**config.mk**
```make
export PLATFORM = sky130hd
export DESIGN_NAME = uart_rx
export DESIGN_NICKNAME = d
export VERILOG_FILES = /design/src/rtl/uart_rx.sv
export SDC_FILE = /design/constraint.sdc
export NUM_CORES = 1
export LEC_CHECK = 0
export ABC_CLOCK_PERIOD_IN_PS = 3900
export CORE_MARGIN = 2
export CORE_UTILIZATION = 50
export DETAILED_ROUTE_END_ITERATION = 6
export PLACE_DENSITY = 0.78
export SKIP_CTS_REPAIR_TIMING = 1
export SLEW_MARGIN = 5
export SYNTH_ARGS = -nofsm -noshare
export SYNTH_HDL_FRONTEND = slang
export SYNTH_SLANG_ARGS = --single-unit
```
**constraint.sdc**
```tcl
create_clock -name i_Clock -period 3.9 [get_ports i_Clock]
set_clock_uncertainty 0.05 [all_clocks]
set_input_delay 0.78 -clock i_Clock [delete_from_list [all_inputs] [get_ports i_Clock]]
set_output_delay 0.78 -clock i_Clock [all_outputs]
set_load 0.03 [all_outputs]
```
**src/rtl/uart_rx.sv**
```systemverilog
`timescale 1ns/1ps
// ---------------------------------------------------------------------------
// uart_rx
//   Serial-to-parallel UART receiver. The frame is 1 start bit, 8 data bits
//   (LSB first), 1 stop bit and no parity. A low pulse shorter than half a bit
//   is treated as a glitch. A stop bit sampled low raises a framing-error
//   strobe. After a framing error the receiver stays disarmed until the line
//   has gone high again, so a line held low (break) reports only one error.
//
//   Parameters
//     CLKS_PER_BIT  i_Clock cycles per bit (f_clk / baud), must be >= 8
//
//   Ports
//     i_Clock         system clock, rising edge
//     i_Rst_n         asynchronous active-low reset
//     i_RX_Serial     raw serial line, asynchronous to i_Clock, idles high
//     o_RX_DV         one-cycle strobe: o_RX_Byte holds a newly received byte
//     o_RX_Byte       last correctly received byte
//     o_RX_Active     high from start-bit acceptance until the end of cleanup
//     o_RX_Frame_Err  one-cycle strobe: the stop bit was sampled low
// ---------------------------------------------------------------------------
module uart_rx #(
  parameter int CLKS_PER_BIT = 217
) (
  input  logic       i_Clock,
  input  logic       i_Rst_n,
  input  logic       i_RX_Serial,
  output logic       o_RX_DV,
  output logic [7:0] o_RX_Byte,
  output logic       o_RX_Active,
  output logic       o_RX_Frame_Err
);

  localparam int CW = $clog2(CLKS_PER_BIT);
  localparam logic [CW-1:0] HALF = CW'((CLKS_PER_BIT - 1) / 2);
  localparam logic [CW-1:0] LAST = CW'(CLKS_PER_BIT - 1);

  typedef enum logic [2:0] {
    S_IDLE,
    S_START,
    S_DATA,
    S_STOP,
    S_CLEANUP
  } state_t;

  state_t        state, state_nxt;
  logic [CW-1:0] clk_cnt, clk_cnt_nxt;
  logic [2:0]    bit_idx, bit_idx_nxt;
  logic [7:0]    shift, shift_nxt;
  logic          armed, armed_nxt;
  logic          dv_nxt, err_nxt, active_nxt;
  logic [7:0]    byte_nxt;

  // Two-flop synchronizer. Both flops reset to the idle (high) level so that
  // reset release never looks like a start bit.
  logic rx_meta, rx_s;

  always_ff @(posedge i_Clock or negedge i_Rst_n) begin
    if (!i_Rst_n) begin
      rx_meta <= 1'b1;
      rx_s    <= 1'b1;
    end else begin
      rx_meta <= i_RX_Serial;
      rx_s    <= rx_meta;
    end
  end

  logic half_tick, bit_tick;
  assign half_tick = (clk_cnt == HALF);
  assign bit_tick  = (clk_cnt == LAST);

  // State and datapath registers. Outputs are registered, so the strobes
  // come straight from flops.
  always_ff @(posedge i_Clock or negedge i_Rst_n) begin
    if (!i_Rst_n) begin
      state          <= S_IDLE;
      clk_cnt        <= '0;
      bit_idx        <= '0;
      shift          <= '0;
      armed          <= 1'b1;
      o_RX_DV        <= 1'b0;
      o_RX_Byte      <= 8'h00;
      o_RX_Active    <= 1'b0;
      o_RX_Frame_Err <= 1'b0;
    end else begin
      state          <= state_nxt;
      clk_cnt        <= clk_cnt_nxt;
      bit_idx        <= bit_idx_nxt;
      shift          <= shift_nxt;
      armed          <= armed_nxt;
      o_RX_DV        <= dv_nxt;
      o_RX_Byte      <= byte_nxt;
      o_RX_Active    <= active_nxt;
      o_RX_Frame_Err <= err_nxt;
    end
  end

  // Next-state and sequencing: bit timing and capture of the data bits.
  always_comb begin
    state_nxt   = state;
    clk_cnt_nxt = clk_cnt;
    bit_idx_nxt = bit_idx;
    shift_nxt   = shift;
    case (state)
      S_IDLE: begin
        clk_cnt_nxt = '0;
        bit_idx_nxt = '0;
        if (!rx_s && armed) state_nxt = S_START;
      end
      // The start bit is re-checked at its middle. If the line is high
      // again, the low level was a glitch and we go back to idle.
      S_START: begin
        if (half_tick) begin
          clk_cnt_nxt = '0;
          state_nxt   = rx_s ? S_IDLE : S_DATA;
        end else begin
          clk_cnt_nxt = clk_cnt + CW'(1);
        end
      end
      // The count restarts at mid start bit, so every full bit period
      // after that lands in the middle of a data bit.
      S_DATA: begin
        if (bit_tick) begin
          clk_cnt_nxt        = '0;
          shift_nxt[bit_idx] = rx_s;
          if (bit_idx == 3'd7) begin
            bit_idx_nxt = '0;
            state_nxt   = S_STOP;
          end else begin
            bit_idx_nxt = bit_idx + 3'd1;
          end
        end else begin
          clk_cnt_nxt = clk_cnt + CW'(1);
        end
      end
      S_STOP: begin
        if (bit_tick) begin
          clk_cnt_nxt = '0;
          state_nxt   = S_CLEANUP;
        end else begin
          clk_cnt_nxt = clk_cnt + CW'(1);
        end
      end
      S_CLEANUP: state_nxt = S_IDLE;
      default: begin
        state_nxt   = S_IDLE;
        clk_cnt_nxt = '0;
        bit_idx_nxt = '0;
      end
    endcase
  end

  // Output decode. The strobes default low, so each one lasts a single cycle.
  // The stop-bit decision makes DV and Frame_Err mutually exclusive.
  always_comb begin
    dv_nxt     = 1'b0;
    err_nxt    = 1'b0;
    active_nxt = o_RX_Active;
    byte_nxt   = o_RX_Byte;
    // The receiver re-arms as soon as the line is seen high again.
    armed_nxt  = armed | rx_s;
    case (state)
      S_START: begin
        if (half_tick && !rx_s) active_nxt = 1'b1;
      end
      S_STOP: begin
        if (bit_tick) begin
          if (rx_s) begin
            byte_nxt = shift;
            dv_nxt   = 1'b1;
          end else begin
            err_nxt   = 1'b1;
            armed_nxt = 1'b0;
          end
        end
      end
      S_CLEANUP: active_nxt = 1'b0;
      default: ;
    endcase
  end

endmodule

```
==> results.ini <==
[placed_design]
hpwl_mm = 2.16
placed_area_sq_mm = 0.00190
port_buffers = 13
gp_congestion = 0.850

[global_routing]
grt_max_degree = 37
grt_pass1_wl_mm = 5.57
grt_usage_pct = 18.2
grt_pass1_vias = 1178
grt_overflow = 0
antenna_found_initial = 0

[worst_setup_path]
slowest_stage = nor4b_4
worstReg2RegStart = clk_cnt[0]
critical_path.max_stage_delay_ns = 0.63
crit_family = simple AND/OR/NAND/NOR gates
r2r_cells = 6
critPathLaunchType = flip-flop
crit_required_ns = 4.09
endpoint_kind = flip-flop
ff2ff_setup_slack_ns = 1.32
timing.rr.end = o_RX_Byte[0]
path_buf_inv = 1
crit_chain = inv_1 -> ha_1 -> nand3b_1 -> nor4b_4 -> and3_1 -> mux2_1
worstPathArrival_ns = 2.76
crit_type = reg2reg
path_max_fanout = 14

[clock_network]
cts-root-buf = clkbuf_4
path_clk_slew_ns = 0.11
clock-sinks = 36
cts_tree = built
cts_buffers = 5
clockBufferDepth = 2
clock_latency_ns = 0.35
htree_levels = 2

[finish]
finalInstanceArea_sq_mm = 0.00197
syn2layout_area_growth_pct = 12.5
regArea_sq_um = 905
final_cell_mix = dfrtp_1, clkdlybuf4s50_1, mux2_1
multi_input_area_sq_um = 782
layout-drive-gt1-share_pct = 13.7
final_common_cell = dfrtp_1
utilization_pct = 58.9
fillerInstances = 292
fin_nets = 167
diodes = 0

[floorplanning]
die_area_sq_mm = 0.00398
core_sq_mm = 0.00334
dieHeight_um = 63.1
start_util_pct = 52.4
pin_count = 14
rows = 21
die_w_um = 63.1

[hold_path]
hp-class = reg2reg
holdPathEnd = rx_s
min_from = rx_meta
hold_depth = 0

[status]
status = finished clean

[route]
wl_per_cell_um = 15.0
viasPerCell = 5.91
ant_nets = 0
drt_iter0_drc = 60
drt_pre_antenna_iters = 5
routed_wl_mm = 3.12
drc = 0
vias = 1224

[sta]
final_max_slew_viol_count = 0
setup_tns_ns = 0
fin_crit_sh_pct = 66.1
period_needed_ns = 2.58
finalHoldViolCount = 0
max_freq_mhz = 388
setup_viol = 0
tightest_slew_ns = 1.02
hold_ws_ns = 0.312
rsz0062_at_grt = false
slew_headroom_pct = 32.0

[synth]
synth_cells = 147
avgSynthCellArea_sq_um = 11.9
synth-edff-count = 0
synth_nets = 154
yosys_warnings = 0
synthesis.area_sq_mm = 0.00175
ys.flop_type = dfrtp_1
yosysUniqueCellTypes = 42
yosysSeqAreaShare_pct = 51.8
ys_ff_latch = 36
async_reset_ff_share_pct = 100

[power]
irDropWorstVdd_mv = 0.204
power.leakage_nw = 0.919
power.density_mw_per_mm2 = 414

[flow_run]
cap_violations = 0

cell type report:
class	count	share of cell area [%]
Sequential cell	36	46.0
Inverter	6	1.15
Timing Repair Buffer	14	7.00
Multi-Input combinational cell	97	39.8
Tap cell	46	2.93
Clock buffer	6	2.61
Clock inverter	2	0.509
logic make-up after synthesis:
family,Yosys count,synth area share [%]
buf+inv,14,3.51
fa+ha+maj,4,2.86
mux,17,11.0
flops,36,51.8
compound gates,33,14.7
simple gates,43,16.2
worst max-delay path by stage:
| stage | cells after the start | from | endpoint |
|---|---|---|---|
| floorplan | 7 | clk_cnt[0] | o_RX_Byte[0] |
| global placement | 6 | clk_cnt[0] | o_RX_Byte[1] |
| detailed placement | 6 | clk_cnt[0] | o_RX_Byte[0] |
| CTS | 6 | clk_cnt[0] | o_RX_Byte[0] |
| global route | 6 | clk_cnt[0] | o_RX_Byte[5] |
| finish | 6 | clk_cnt[0] | o_RX_Byte[0] |
cells in the mapped netlist, drive strengths merged, types with 4 or more instances:
master  count  area share (%)
a22oi       6             2.6
inv         6             1.3
mux2       17              11
nor2b       4             1.4
clkbuf      5             1.1
nand3       5             1.4
nand4b      5             2.9
o21ai       4             1.1
nand2       5             1.2
ha          4             2.9
a21o        5             2.1
dfrtp      33              47
nor2        5             1.1
a21oi       4             1.1
per-stage QoR:
| stage | setup WS [ns] | power (mW) | std cells |
|---|---|---|---|
| floorplan | 1.98 | 0.570 | 147 |
| global placement | 1.50 | 0.601 | 199 |
| detailed placement | 1.36 | 0.612 | 199 |
| CTS | 1.35 | 0.820 | 207 |
| global route | 1.16 | 0.869 | 207 |
| finish | 1.32 | 0.815 | 207 |
report_power, final:
| group | switching (mW) | internal, mW | total (mW) |
|---|---|---|---|
| clock network | 0.123 | 0.0857 | 0.209 |
| registers | 0.0538 | 0.403 | 0.457 |
| logic | 0.0807 | 0.0688 | 0.150 |
flip-flops by register name, summed over array words and instances, names as in the netlist:
| signal | cells |
|---|---|
| armed | 1 |
| bit_idx | 3 |
| clk_cnt | 8 |
| o_RX_Active | 1 |
| o_RX_Byte | 8 |
| o_RX_DV | 1 |
| o_RX_Frame_Err | 1 |
| rx_meta | 1 |
| rx_s | 1 |
| shift | 8 |
| state | 3 |
metal layers:
metal / vias up / global-route usage (%) / share of wire [%] / wire length [um]
li1: 572 / - / - / -
met1: 613 / 24.1 / 47 / 1460
met5: - / 0 / 0 / 0
met4: 0 / 7.22 / 2.0 / 61
met3: 8 / 6.61 / 5.0 / 155
met2: 31 / 27.3 / 46 / 1440
worst reg2reg max path: cells and delay by family (launching register included):
| family | cells | cell delay (ns) |
|---|---|---|
| buf+inv | 1 | 0.12 |
| simple gates | 3 | 1.32 |
| flops | 1 | 0.43 |
| fa+ha+maj | 1 | 0.18 |
| mux | 1 | 0.38 |
Note: power is estimated with default switching activity, not from simulation.
